$ cat src/rtl/baud_gen.sv
// baud_gen: programmable baud-rate generator with an oversample tick,
// a baud tick and a 50%-duty baud clock.
//
// The divisor D sets the oversample period in clki cycles. A new divisor is
// written into a shadow register and applied only at safe points, so a
// running baud period is never cut short.
//
// Ports:
//   clki        in   1      only clock, rising edge
//   resetn      in   1      synchronous active-low reset
//   en          in   1      run enable (IDLE <-> RUN)
//   restart     in   1      one-cycle phase realign strobe
//   div_in      in   WIDTH  new divisor value (0 is treated as 1)
//   div_wr      in   1      one-cycle write strobe for div_in
//   div_pending out  1      a written divisor waits to be applied
//   running     out  1      generator is in RUN
//   tick_os     out  1      one-cycle oversample pulse, period D
//   tick_baud   out  1      one-cycle baud pulse, period OVERSAMPLE*D
//   clko        out  1      baud square wave, falls together with tick_baud
module baud_gen #(
  parameter int WIDTH       = 16,
  parameter int OVERSAMPLE  = 16,
  parameter int DEFAULT_DIV = 1250
) (
  input  logic             clki,
  input  logic             resetn,
  input  logic             en,
  input  logic             restart,
  input  logic [WIDTH-1:0] div_in,
  input  logic             div_wr,
  output logic             div_pending,
  output logic             running,
  output logic             tick_os,
  output logic             tick_baud,
  output logic             clko
);

  localparam int PH_W = $clog2(OVERSAMPLE);
  localparam logic [PH_W-1:0] PH_LAST = PH_W'(OVERSAMPLE - 1);
  localparam logic [PH_W-1:0] PH_HALF = PH_W'(OVERSAMPLE / 2 - 1);

  typedef enum logic {
    IDLE = 1'b0,
    RUN  = 1'b1
  } state_e;

  // A zero divisor would stall the counter, so it is promoted to 1.
  function automatic logic [WIDTH-1:0] clamp_div(input logic [WIDTH-1:0] v);
    return (v == {WIDTH{1'b0}}) ? {{(WIDTH-1){1'b0}}, 1'b1} : v;
  endfunction

  localparam logic [WIDTH-1:0] RST_DIV = clamp_div(WIDTH'(DEFAULT_DIV));

  state_e            state_q, state_d;
  logic [WIDTH-1:0]  div_act_q, div_act_d;
  logic [WIDTH-1:0]  div_shadow_q, div_shadow_d;
  logic [WIDTH-1:0]  os_cnt_q, os_cnt_d;
  logic [PH_W-1:0]   ph_cnt_q, ph_cnt_d;
  logic              div_pending_q, div_pending_d;
  logic              running_q, running_d;
  logic              tick_os_q, tick_os_d;
  logic              tick_baud_q, tick_baud_d;
  logic              clko_q, clko_d;

  logic              os_zero_s;
  logic              baud_pt_s;
  logic              apply_s;
  logic [WIDTH-1:0]  d_eff_s;
  logic [WIDTH-1:0]  reload_s;

  // Next-state logic: apply point, divisor selection, counters and ticks.
  always_comb begin
    os_zero_s = (os_cnt_q == {WIDTH{1'b0}});
    // Edge that will raise tick_baud; restart suppresses it.
    baud_pt_s = (state_q == RUN) && en && !restart && os_zero_s && (ph_cnt_q == PH_LAST);
    apply_s   = div_pending_q && ((state_q == IDLE) || restart || baud_pt_s);
    // Any reload in the applying edge already uses the new divisor.
    d_eff_s   = apply_s ? div_shadow_q : div_act_q;
    reload_s  = d_eff_s - {{(WIDTH-1){1'b0}}, 1'b1};

    div_act_d    = d_eff_s;
    div_shadow_d = div_wr ? clamp_div(div_in) : div_shadow_q;
    // A write coinciding with an apply stays pending for the next point.
    div_pending_d = div_wr | (div_pending_q & ~apply_s);

    state_d     = state_q;
    os_cnt_d    = os_cnt_q;
    ph_cnt_d    = ph_cnt_q;
    tick_os_d   = 1'b0;
    tick_baud_d = 1'b0;
    clko_d      = clko_q;

    case (state_q)
      IDLE: begin
        os_cnt_d = reload_s;
        ph_cnt_d = {PH_W{1'b0}};
        clko_d   = 1'b0;
        if (en) begin
          state_d = RUN;
        end else begin
          state_d = IDLE;
        end
      end
      RUN: begin
        if (!en) begin
          state_d  = IDLE;
          os_cnt_d = reload_s;
          ph_cnt_d = {PH_W{1'b0}};
          clko_d   = 1'b0;
        end else if (restart) begin
          os_cnt_d = reload_s;
          ph_cnt_d = {PH_W{1'b0}};
          clko_d   = 1'b0;
        end else if (os_zero_s) begin
          os_cnt_d    = reload_s;
          tick_os_d   = 1'b1;
          tick_baud_d = (ph_cnt_q == PH_LAST);
          ph_cnt_d    = ph_cnt_q + {{(PH_W-1){1'b0}}, 1'b1};
          if (ph_cnt_q == PH_HALF) begin
            clko_d = 1'b1;
          end else if (ph_cnt_q == PH_LAST) begin
            clko_d = 1'b0;
          end else begin
            clko_d = clko_q;
          end
        end else begin
          os_cnt_d = os_cnt_q - {{(WIDTH-1){1'b0}}, 1'b1};
        end
      end
      default: begin
        state_d  = IDLE;
        os_cnt_d = reload_s;
        ph_cnt_d = {PH_W{1'b0}};
        clko_d   = 1'b0;
      end
    endcase

    running_d = (state_d == RUN);
  end

  // State and output registers with synchronous active-low reset.
  always_ff @(posedge clki) begin
    if (!resetn) begin
      state_q       <= IDLE;
      div_act_q     <= RST_DIV;
      div_shadow_q  <= RST_DIV;
      os_cnt_q      <= RST_DIV - {{(WIDTH-1){1'b0}}, 1'b1};
      ph_cnt_q      <= {PH_W{1'b0}};
      div_pending_q <= 1'b0;
      running_q     <= 1'b0;
      tick_os_q     <= 1'b0;
      tick_baud_q   <= 1'b0;
      clko_q        <= 1'b0;
    end else begin
      state_q       <= state_d;
      div_act_q     <= div_act_d;
      div_shadow_q  <= div_shadow_d;
      os_cnt_q      <= os_cnt_d;
      ph_cnt_q      <= ph_cnt_d;
      div_pending_q <= div_pending_d;
      running_q     <= running_d;
      tick_os_q     <= tick_os_d;
      tick_baud_q   <= tick_baud_d;
      clko_q        <= clko_d;
    end
  end

  assign div_pending = div_pending_q;
  assign running     = running_q;
  assign tick_os     = tick_os_q;
  assign tick_baud   = tick_baud_q;
  assign clko        = clko_q;

endmodule

$ cat config.mk
export PLATFORM = sky130hd
export DESIGN_NAME = baud_gen
export DESIGN_NICKNAME = d
export VERILOG_FILES = /design/src/rtl/baud_gen.sv
export SDC_FILE = /design/constraint.sdc
export NUM_CORES = 1
export LEC_CHECK = 0
export ABC_AREA = 0
export CORE_MARGIN = 2
export CORE_UTILIZATION = 30
export CTS_CLUSTER_DIAMETER = 50
export DETAILED_ROUTE_END_ITERATION = 10
export MAX_ROUTING_LAYER = met4
export PLACE_DENSITY = 0.53
export SETUP_SLACK_MARGIN = 0.15
export SYNTH_ARGS = -nofsm -noshare
export SYNTH_HDL_FRONTEND = slang
export SYNTH_SLANG_ARGS = --single-unit
$ cat constraint.sdc
create_clock -name clki -period 5 [get_ports clki]
set_input_delay 1 -clock clki [delete_from_list [all_inputs] [get_ports clki]]
set_output_delay 1 -clock clki [all_outputs]
set_load 0.05 [all_outputs]
==> results of run 1 <==
worst min-delay path by stage:
stage / start / slack, ps / cells after the start / end
detailed placement: ph_cnt_q[1] / 480 / 2 / ph_cnt_q[1]
floorplan: ph_cnt_q[1] / 450 / 2 / ph_cnt_q[1]
finish: ph_cnt_q[1] / 490 / 2 / ph_cnt_q[1]
global placement: ph_cnt_q[1] / 460 / 2 / ph_cnt_q[1]
CTS: ph_cnt_q[1] / 490 / 2 / ph_cnt_q[1]
global route: ph_cnt_q[1] / 530 / 2 / ph_cnt_q[1]
worst min-delay path: cells and delay by family (launching register included):
kind / cells / cell delay (ps)
AOI/OAI and AO/OA: 1 / 50
DFF: 1 / 330
and+or+nand+nor: 1 / 60
placed cells by master, fill, tap and decap left out, types with 3 or more instances in the layout:
master	count
a21oi_1	12
a21oi_2	4
and2_1	3
buf_4	3
clkbuf_8	10
clkdlybuf4s50_1	25
clkinvlp_4	3
dfxtp_1	57
ha_1	4
mux2i_1	36
nand2_1	35
nand2b_1	3
nand3_1	10
nand4_1	3
nor2_1	25
nor2b_1	23
nor3_1	13
nor4_1	11
o211ai_1	8
o21ai_0	14
or4_1	5
xnor2_1	18
xor2_1	24
registers in the layout (all words and copies together) (netlist names):
name	count
tick_os	1
div_shadow_q	16
div_act_q	16
div_pending	1
ph_cnt_q	4
tick_baud	1
os_cnt_q	16
running	1
clko	1
stage by stage:
stage	power (mW)	cells	hold slack (ps)	setup WS (ps)
after detailed placement	0.619	488	479	1240
after CTS	1.06	504	490	1580
after floorplan	0.583	345	449	1770
after global placement	0.618	488	459	1320
after global routing	1.10	504	530	1360
final	1.05	504	487	1590
cells in the mapped netlist, drive strengths merged, types with 2 or more instances:
cell	number	area (sq um)
a21oi	16	95.1
and2	4	25.0
and4	2	17.5
buf	6	61.3
clkbuf	12	45.0
dfxtp	57	1140
ha	4	50.1
inv	2	7.51
mux2i	36	360
nand2	35	131
nand2b	3	18.8
nand3	10	50.1
nand4	4	31.3
nor2	25	93.8
nor2b	23	144
nor3	13	65.1
nor3b	2	15.0
nor4	14	124
o211ai	8	60.1
o21ai	15	78.8
or3	2	12.5
or4	5	37.5
xnor2	18	158
xor2	24	210
area by class of cell:
type                    count  area (sq um)  share of cell area, %
clock buffers              10           138                   3.80
well taps                 133           166                   4.59
inverters                   2          7.51                  0.207
multi-input cells         268          1830                   50.6
flip-flops and latches     57          1140                   31.5
clock inverters             6          66.3                   1.83
repair buffers             28           273                   7.53
logic make-up (layout without fill, tap and decap cells):
kind of cell	count (synthesis)	count (layout)
xor gates and xnor gates	42	42
buffers and inverters	20	46
DFF	57	57
adders and majority gates	4	4
AOI/OAI and AO/OA	41	41
muxes	36	36
and+or+nand+nor	145	145
per-layer routing:
metal	up-vias	routed length [um]	GRT usage [%]
met4	0	107	5.05
met3	8	224	2.84
li1	1246	-	-
met5	-	0	-
met2	36	2900	19.5
met1	1076	3340	17.9
power groups by stage:
stage	Sequential (mW)	Clock [mW]	Combinational [mW]
floorplan	0.503	0	0.0795
global placement	0.507	0	0.111
detailed placement	0.508	0	0.111
CTS	0.498	0.455	0.112
global route	0.501	0.478	0.125
finish	0.498	0.442	0.111
==> impl_metrics.tcl, run 1 <==
set metrics [dict create \
    status "complete, no violations" \
    drtIter0Drc 58 \
    fin_nets 391 \
    synth_ff_type "dfxtp_1" \
    ioPinCount 26 \
    fmax_mhz 294 \
    hp-class "reg -> reg" \
    die_h_um 105 \
    cts_tree "built" \
    required_ps 5270 \
    syn_nets 370 \
    setup_viol 0 \
    intPower_uw 773 \
    irDropWorstVdd_mv 0.170 \
    rows 36 \
    avgSynthCellArea_sq_um 8.93 \
    p_comb_share_pct 10.5 \
    first_global_vias 2392 \
    r2r-start "os_cnt_q[0]" \
    chipWidth_um 105 \
    slew-limit-headroom_pct 36.0 \
    h-tree-depth 3 \
    cp_top_family "simple AND/OR/NAND/NOR gates" \
    grt_setup_unrepaired "false" \
    coreArea_sq_um 9860 \
    cts_made_buffers 9 \
    reg2regPathDepth 13 \
    drv_cap 0 \
    path_max_fanout 5 \
    wl_mm 6.57 \
    worst_ep_arrival_time_ps 3670 \
    antenna_found_initial 0 \
    yosysSeqAreaShare_pct 37.0 \
    p_leak_nw 1.30 \
    overflow 0 \
    synth_compound_area_share_pct 8.12 \
    clk_pin_slew_ps 70 \
    rrSetupSlack_ps 1880 \
    holdBufCountCts 0 \
    drive_gt1_share_pct 7.82 \
    syn_area_sq_um 3080 \
    cp.depth 12 \
    switchingPower_uw 277 \
    grt_usage_pct 13.3 \
    yosys.area_share.simple_pct 25.9 \
    areaGrowthSynthToFinish_pct 17.7 \
    syn_inst 345 \
    root_buffer "clkbuf_8" \
    ant_nets 0 \
    seq_power_share_pct 47.4 \
    pwr-share-clk_pct 42.1 \
    cp_slowest_cell "clkdlybuf4s50_1" \
    final_util_pct 36.7 \
    finalCritPeriodShare_pct 68.1 \
    start_kind "primary input" \
    power_density_nw_per_um2 290 \
    fin_setup_tns_ps 0 \
    gp_congestion 0.792 \
    cts_sinks 57 \
    diodes 0 \
    endpoint_kind "flip-flop" \
    ys_ff_latch 57 \
    via_per_inst 4.69 \
    portBuffers 25 \
    r2r_end "os_cnt_q[14]" \
    synthXorXnorAreaFrac_pct 11.9 \
    dpl_cell_area_sq_um 3420 \
    maxSlewViolCount 0 \
    synthArstFlopShare_pct 0 \
    n_fill_cell 1018 \
    crit_path_max_incr_delay_ps 490 \
    place_hpwl_mm 4.79 \
    synthAdderAreaFrac_pct 1.62 \
    clk_latency_ps 330 \
    clock_path_buffers 2 \
    drc 0 \
    avgRoutedWirePerCell_um 13.0 \
    vias 2366 \
    cp-endpoint "os_cnt_q[14]" \
    hold_violations 0 \
    crit_chain "clkdlybuf4s50_1 -> and4_1 -> nand2_1 -> o21ai_4 -> mux2i_1 -> ha_1 -> nand2b_1 -> or4_1 -> nor2_1 -> xor2_1 -> mux2i_1 -> a21oi_2" \
    p_sw_share_pct 26.3 \
    final_area_sq_um 3620 \
    synth_cell_types 37 \
    worstSetupPathType "in -> reg" \
    worst-path-buf-inv 1 \
    synth_top_family_by_area "simple AND/OR/NAND/NOR gates" \
    yosysWarnings 0 \
    synth_edf_count 0 \
    period_minus_slack_ps 3410 \
    skew_ps 8.99 \
    grt_max_degree 36 \
    crit_start "en" \
    firstDrtPassIters 4 \
    synth_mux_area_share_pct 11.7 \
    initial_core_util_pct 31.2 \
    cts_resized 0 \
    grt_pass1_wl_mm 11.6 \
    tightest_slew_ps 957 \
    dieArea_sq_um 11100 \
    cpMostUsedCell "mux2i_1" \
    postCtsSetupRepairBufs 0 \
]
(Power assumes the default switching activity.)
==> run 2, diff against run 1 <==
clock period = 3.6 ns   (was 5 ns; I/O delays follow)
==> impl_metrics.tcl, run 2 (synthesized netlist as in run 1, its figures left out) <==
set metrics [dict create \
    seq_power_share_pct 46.5 \
    gp_congestion 0.796 \
    antenna_found_initial 0 \
    firstDrtPassIters 4 \
    multiInputGateArea_sq_um 1830 \
    register_area_sq_um 1140 \
    grt_usage_pct 13.2 \
    grtUsageMet3_pct 2.41 \
    worstSetupPathType "in -> reg" \
    crit_path_max_incr_delay_ps 500 \
    period_minus_slack_ps 3100 \
    via_per_inst 4.68 \
    drtIter0Drc 94 \
    endpoint_kind "flip-flop" \
    fmax_mhz 322 \
    vias 2370 \
    initial_core_util_pct 31.2 \
    place_hpwl_mm 4.90 \
    switchingPower_uw 365 \
    r2r-start "os_cnt_q[0]" \
    overflow 0 \
    tightest_slew_ps 958 \
    status "complete, no violations" \
    crit_chain "clkdlybuf4s50_1 -> and4_1 -> nand2_1 -> o21ai_4 -> mux2i_1 -> ha_1 -> nand2b_1 -> or4_1 -> nor2_1 -> xor2_1 -> mux2i_1 -> a21oi_2" \
    root_buffer "clkbuf_8" \
    fin_setup_tns_ps 0 \
    n_fill_cell 1006 \
    irDropWorstVdd_mv 0.258 \
    busiest_layer "met2" \
    chipWidth_um 105 \
    coreArea_sq_um 9860 \
    hp-class "reg -> reg" \
    grt_setup_unrepaired "false" \
    p_leak_nw 1.32 \
    pwr-share-clk_pct 43.0 \
    finalCritPeriodShare_pct 86.2 \
    die_h_um 105 \
    drc 0 \
    p_total_mw 1.49 \
    layout_commonest_cell "dfxtp_1" \
    drive_gt1_share_pct 8.04 \
    skew_ps 12.1 \
    drv_cap 0 \
    cp_slowest_cell "clkdlybuf4s50_1" \
    holdBufCountCts 0 \
    required_ps 3870 \
    met2_usage_pct 19.9 \
    wl_mm 6.59 \
    intPower_mw 1.12 \
    grt_max_degree 34 \
    cts_tree "built" \
    ant_nets 0 \
    grt_pass1_wl_mm 11.5 \
    cts_made_buffers 9 \
    hold_violations 0 \
    slew-limit-headroom_pct 35.9 \
    clk_pin_slew_ps 70 \
    p_comb_share_pct 10.5 \
    fin_nets 394 \
    crit_start "en" \
    postCtsSetupRepairBufs 0 \
    cpMostUsedCell "mux2i_1" \
    power_density_nw_per_um2 407 \
    use_met1_pct 17.2 \
    p_sw_share_pct 24.5 \
    start_kind "primary input" \
    avgRoutedWirePerCell_um 13.0 \
    diodes 0 \
    worst_ep_arrival_time_ps 3370 \
    maxSlewViolCount 0 \
    mostFrequentLayoutCells "dfxtp_1 (57), mux2i_1 (36), nand2_1 (35)" \
    path_max_fanout 5 \
    areaGrowthSynthToFinish_pct 18.6 \
    cts_sinks 57 \
    setup_viol 0 \
    ioPinCount 26 \
    clock_path_buffers 2 \
    rows 36 \
    h-tree-depth 3 \
    dieArea_sq_um 11100 \
    clk_latency_ps 340 \
    cts_resized 0 \
    reg_top3 "div_act_q x16, div_shadow_q x16, os_cnt_q x16" \
    hold_start "clko" \
    first_global_vias 2340 \
    portBuffers 25 \
]
## run 2: cell types whose count changed in the layout (fill, tap and decap cells not counted), sizes merged
cell / previous run / this run
clkinvlp: 3 / 1
buf: 3 / 6
clkinv: 1 / 2
inv: 3 / 2
bufinv: 1 / 2
## run 2: final cells by class
class	instances	share of cell area, %
Multi-Input combinational cell	268	50.2
Sequential cell	57	31.2
Timing Repair Buffer	31	8.08
Tap cell	133	4.56
Clock buffer	10	3.49
Clock inverter	5	2.23
Inverter	2	0.206
## run 2: path summary, 6_finish.rpt
| check | slack, ps | cells past startpoint | to |
|---|---|---|---|
| worst min-delay path | 500 | 2 | clko |
| worst min register to register | 500 | 2 | clko |
| worst max register to register | 550 | 13 | os_cnt_q[14] |
| worst max-delay path | 500 | 12 | os_cnt_q[14] |
## run 2: power by group through the flow
| stage | Sequential (mW) | Combinational, mW | Clock, mW |
|---|---|---|---|
| global route | 0.696 | 0.174 | 0.686 |
| floorplan | 0.699 | 0.110 | 0 |
| global placement | 0.705 | 0.156 | 0 |
| CTS | 0.692 | 0.158 | 0.656 |
| finish | 0.692 | 0.156 | 0.639 |
| detailed placement | 0.706 | 0.157 | 0 |
## run 2: per-stage QoR
step	setup slack (ps)	cells	cell area, sq um	util [%]	hold WS, ps
after floorplan	655	345	3080	-	449
after global placement	274	491	3440	34.9	459
after detailed placement	150	491	3440	34.9	482
after CTS	498	506	3650	37.0	494
after global routing	170	506	3650	37.0	531
final	497	506	3650	37.0	499
## run 2: worst max-delay path: cells and delay by family
kind,cells,cell delay [ps]
and+or+nand+nor,5,1030
buffers and inverters,1,500
muxes,2,360
AOI/OAI and AO/OA,2,350
adders and majority gates,1,250
xor gates and xnor gates,1,150
## run 2: per-layer routing
layer,part of all wire (%),wire length [um]
met1,51,3350
met2,45,2940
met3,2.8,187
met4,1.7,113
met5,0,0
==> run 3, diff against run 2 <==
==> constraint.sdc (replaced) <==
create_clock -name clki -period 3.6 [get_ports clki]
set_input_delay 0.36 -clock clki [delete_from_list [all_inputs] [get_ports clki]]
set_output_delay 0.36 -clock clki [all_outputs]
set_load 0.05 [all_outputs]
==> impl_metrics.tcl, run 3 (synthesized netlist as in run 1, its figures left out) <==
set metrics [dict create \
    worst-path-buf-inv 1 \
    cp.depth 13 \
    final_cells 506 \
    initial_core_util_pct 31.2 \
    cts_sinks 57 \
    overflow 0 \
    chipWidth_um 105 \
    portBuffers 25 \
    rows 36 \
    cp_top_family "simple AND/OR/NAND/NOR gates" \
    die_h_um 105 \
    cp_slowest_cell "or4_1" \
    firstDrtPassIters 4 \
    hp-class "reg -> reg" \
    use_met1_pct 16.7 \
    dieArea_sq_um 11100 \
    power_density_nw_per_um2 413 \
    clk_pin_slew_ps 70 \
    areaGrowthSynthToFinish_pct 19.0 \
    wl_mm 6.49 \
    setup_viol 0 \
    maxSlewViolCount 0 \
    layout_commonest_cell "dfxtp_1" \
    met2_usage_pct 19.4 \
    vias 2344 \
    p_total_mw 1.52 \
    endpoint_kind "flip-flop" \
    grt_usage_pct 13.0 \
    worst_ep_arrival_time_ps 3350 \
    drc 0 \
    fin_nets 393 \
    drive_gt1_share_pct 8.58 \
    clk_latency_ps 340 \
    r2r-start "os_cnt_q[0]" \
    p_leak_nw 1.33 \
    coreArea_sq_um 9860 \
    hold_violations 0 \
    busiest_layer "met2" \
    first_global_vias 2339 \
    holdBufCountCts 0 \
    fin_ws_ps 515 \
    cp-endpoint "os_cnt_q[14]" \
    reg_top3 "div_act_q x16, div_shadow_q x16, os_cnt_q x16" \
    rrSetupSlack_ps 510 \
    drv_cap 0 \
    gp_congestion 0.801 \
    grt_max_degree 36 \
    cts_made_buffers 9 \
    fin_setup_tns_ps 0 \
    grt_setup_unrepaired "false" \
    finalCritPeriodShare_pct 85.7 \
    dp_cells 490 \
    hold_path_depth 2 \
    required_ps 3870 \
    ioPinCount 26 \
    avgRoutedWirePerCell_um 12.8 \
    root_buffer "clkbuf_8" \
    via_per_inst 4.63 \
    diodes 0 \
    tightest_slew_ps 1010 \
    antenna_found_initial 0 \
    slew-limit-headroom_pct 32.3 \
    path_max_fanout 5 \
    mostFrequentLayoutCells "dfxtp_1 (57), mux2i_1 (36), nand2_1 (35)" \
    drtIter0Drc 84 \
    crit_start "os_cnt_q[0]" \
    ant_nets 0 \
    period_minus_slack_ps 3090 \
    grtUsageMet3_pct 2.97 \
    fmax_mhz 324 \
    final_util_pct 37.2 \
    dp_slack_ps 479 \
    cts_resized 0 \
    status "complete, no violations" \
    skew_ps 11.0 \
    place_hpwl_mm 4.80 \
    irDropWorstVdd_mv 0.223 \
    cts_tree "built" \
    crit_path_max_incr_delay_ps 420 \
    reg2regPathDepth 13 \
    clock_path_buffers 2 \
    grt_pass1_wl_mm 11.2 \
    h-tree-depth 3 \
    n_fill_cell 1006 \
    postCtsSetupRepairBufs 0 \
    r2r_end "os_cnt_q[14]" \
    worstSetupPathType "reg -> reg" \
    crit_chain "inv_1 -> ha_1 -> nor4b_2 -> nand4_2 -> o21ai_4 -> mux2i_1 -> ha_1 -> nand2b_1 -> or4_1 -> nor2_1 -> xor2_1 -> mux2i_1 -> a21oi_2" \
    start_kind "flip-flop" \
]
run 3: changes by cell type in the layout (fill, tap and decap cells not counted), sizes merged:
cell	change
clkbuf	+1
clkinv	+1
clkinvlp	-1
buf	-1
run 3: worst min path at each step:
stage | from | endpoint | slack, ps
3_5_place_dp | ph_cnt_q[1] | ph_cnt_q[1] | 470
3_3_place_gp | ph_cnt_q[1] | ph_cnt_q[1] | 460
4_1_cts | ph_cnt_q[1] | ph_cnt_q[1] | 480
6_report | ph_cnt_q[1] | ph_cnt_q[1] | 480
2_1_floorplan | ph_cnt_q[1] | ph_cnt_q[1] | 450
5_1_grt | ph_cnt_q[1] | ph_cnt_q[1] | 530
run 3: metal layers:
layer	part of all wire (%)	up-vias	wire length, um
met5	0	-	0
li1	-	1252	-
met3	3.0	11	193
met1	51	1047	3310
met4	2.0	0	133
met2	44	34	2850
run 3: cell type report:
class	instances	area (sq um)	area share, %
timing repair buffer	30	288	7.85
clock buffer	11	141	3.86
multi-input combinational	268	1840	50.3
clock inverter	5	78.8	2.15
inverter	2	7.51	0.205
sequential	57	1140	31.1
tap	133	166	4.54
run 3: report_power, final:
group          switching, mW  internal, mW  total (mW)
clock network          0.261         0.408       0.669
registers             0.0351         0.656       0.692
logic                 0.0750        0.0796       0.155
run 3: through the flow:
stage          instance area, sq um  hold WS, ps
2_1_floorplan                  3080          449
3_3_place_gp                   3440          458
3_5_place_dp                   3440          468
4_1_cts                        3660          478
5_1_grt                        3670          531
6_report                       3670          475
run 3: worst register-to-register path, stage by stage, from the launching register on:
cell and delay [ps]:
dfxtp_1 340, inv_1 90, ha_1 150, nor4b_2 290
nand4_2 230, o21ai_4 260, mux2i_1 320, ha_1 260
nand2b_1 150, or4_1 420, nor2_1 120, xor2_1 150
mux2i_1 90, a21oi_2 140
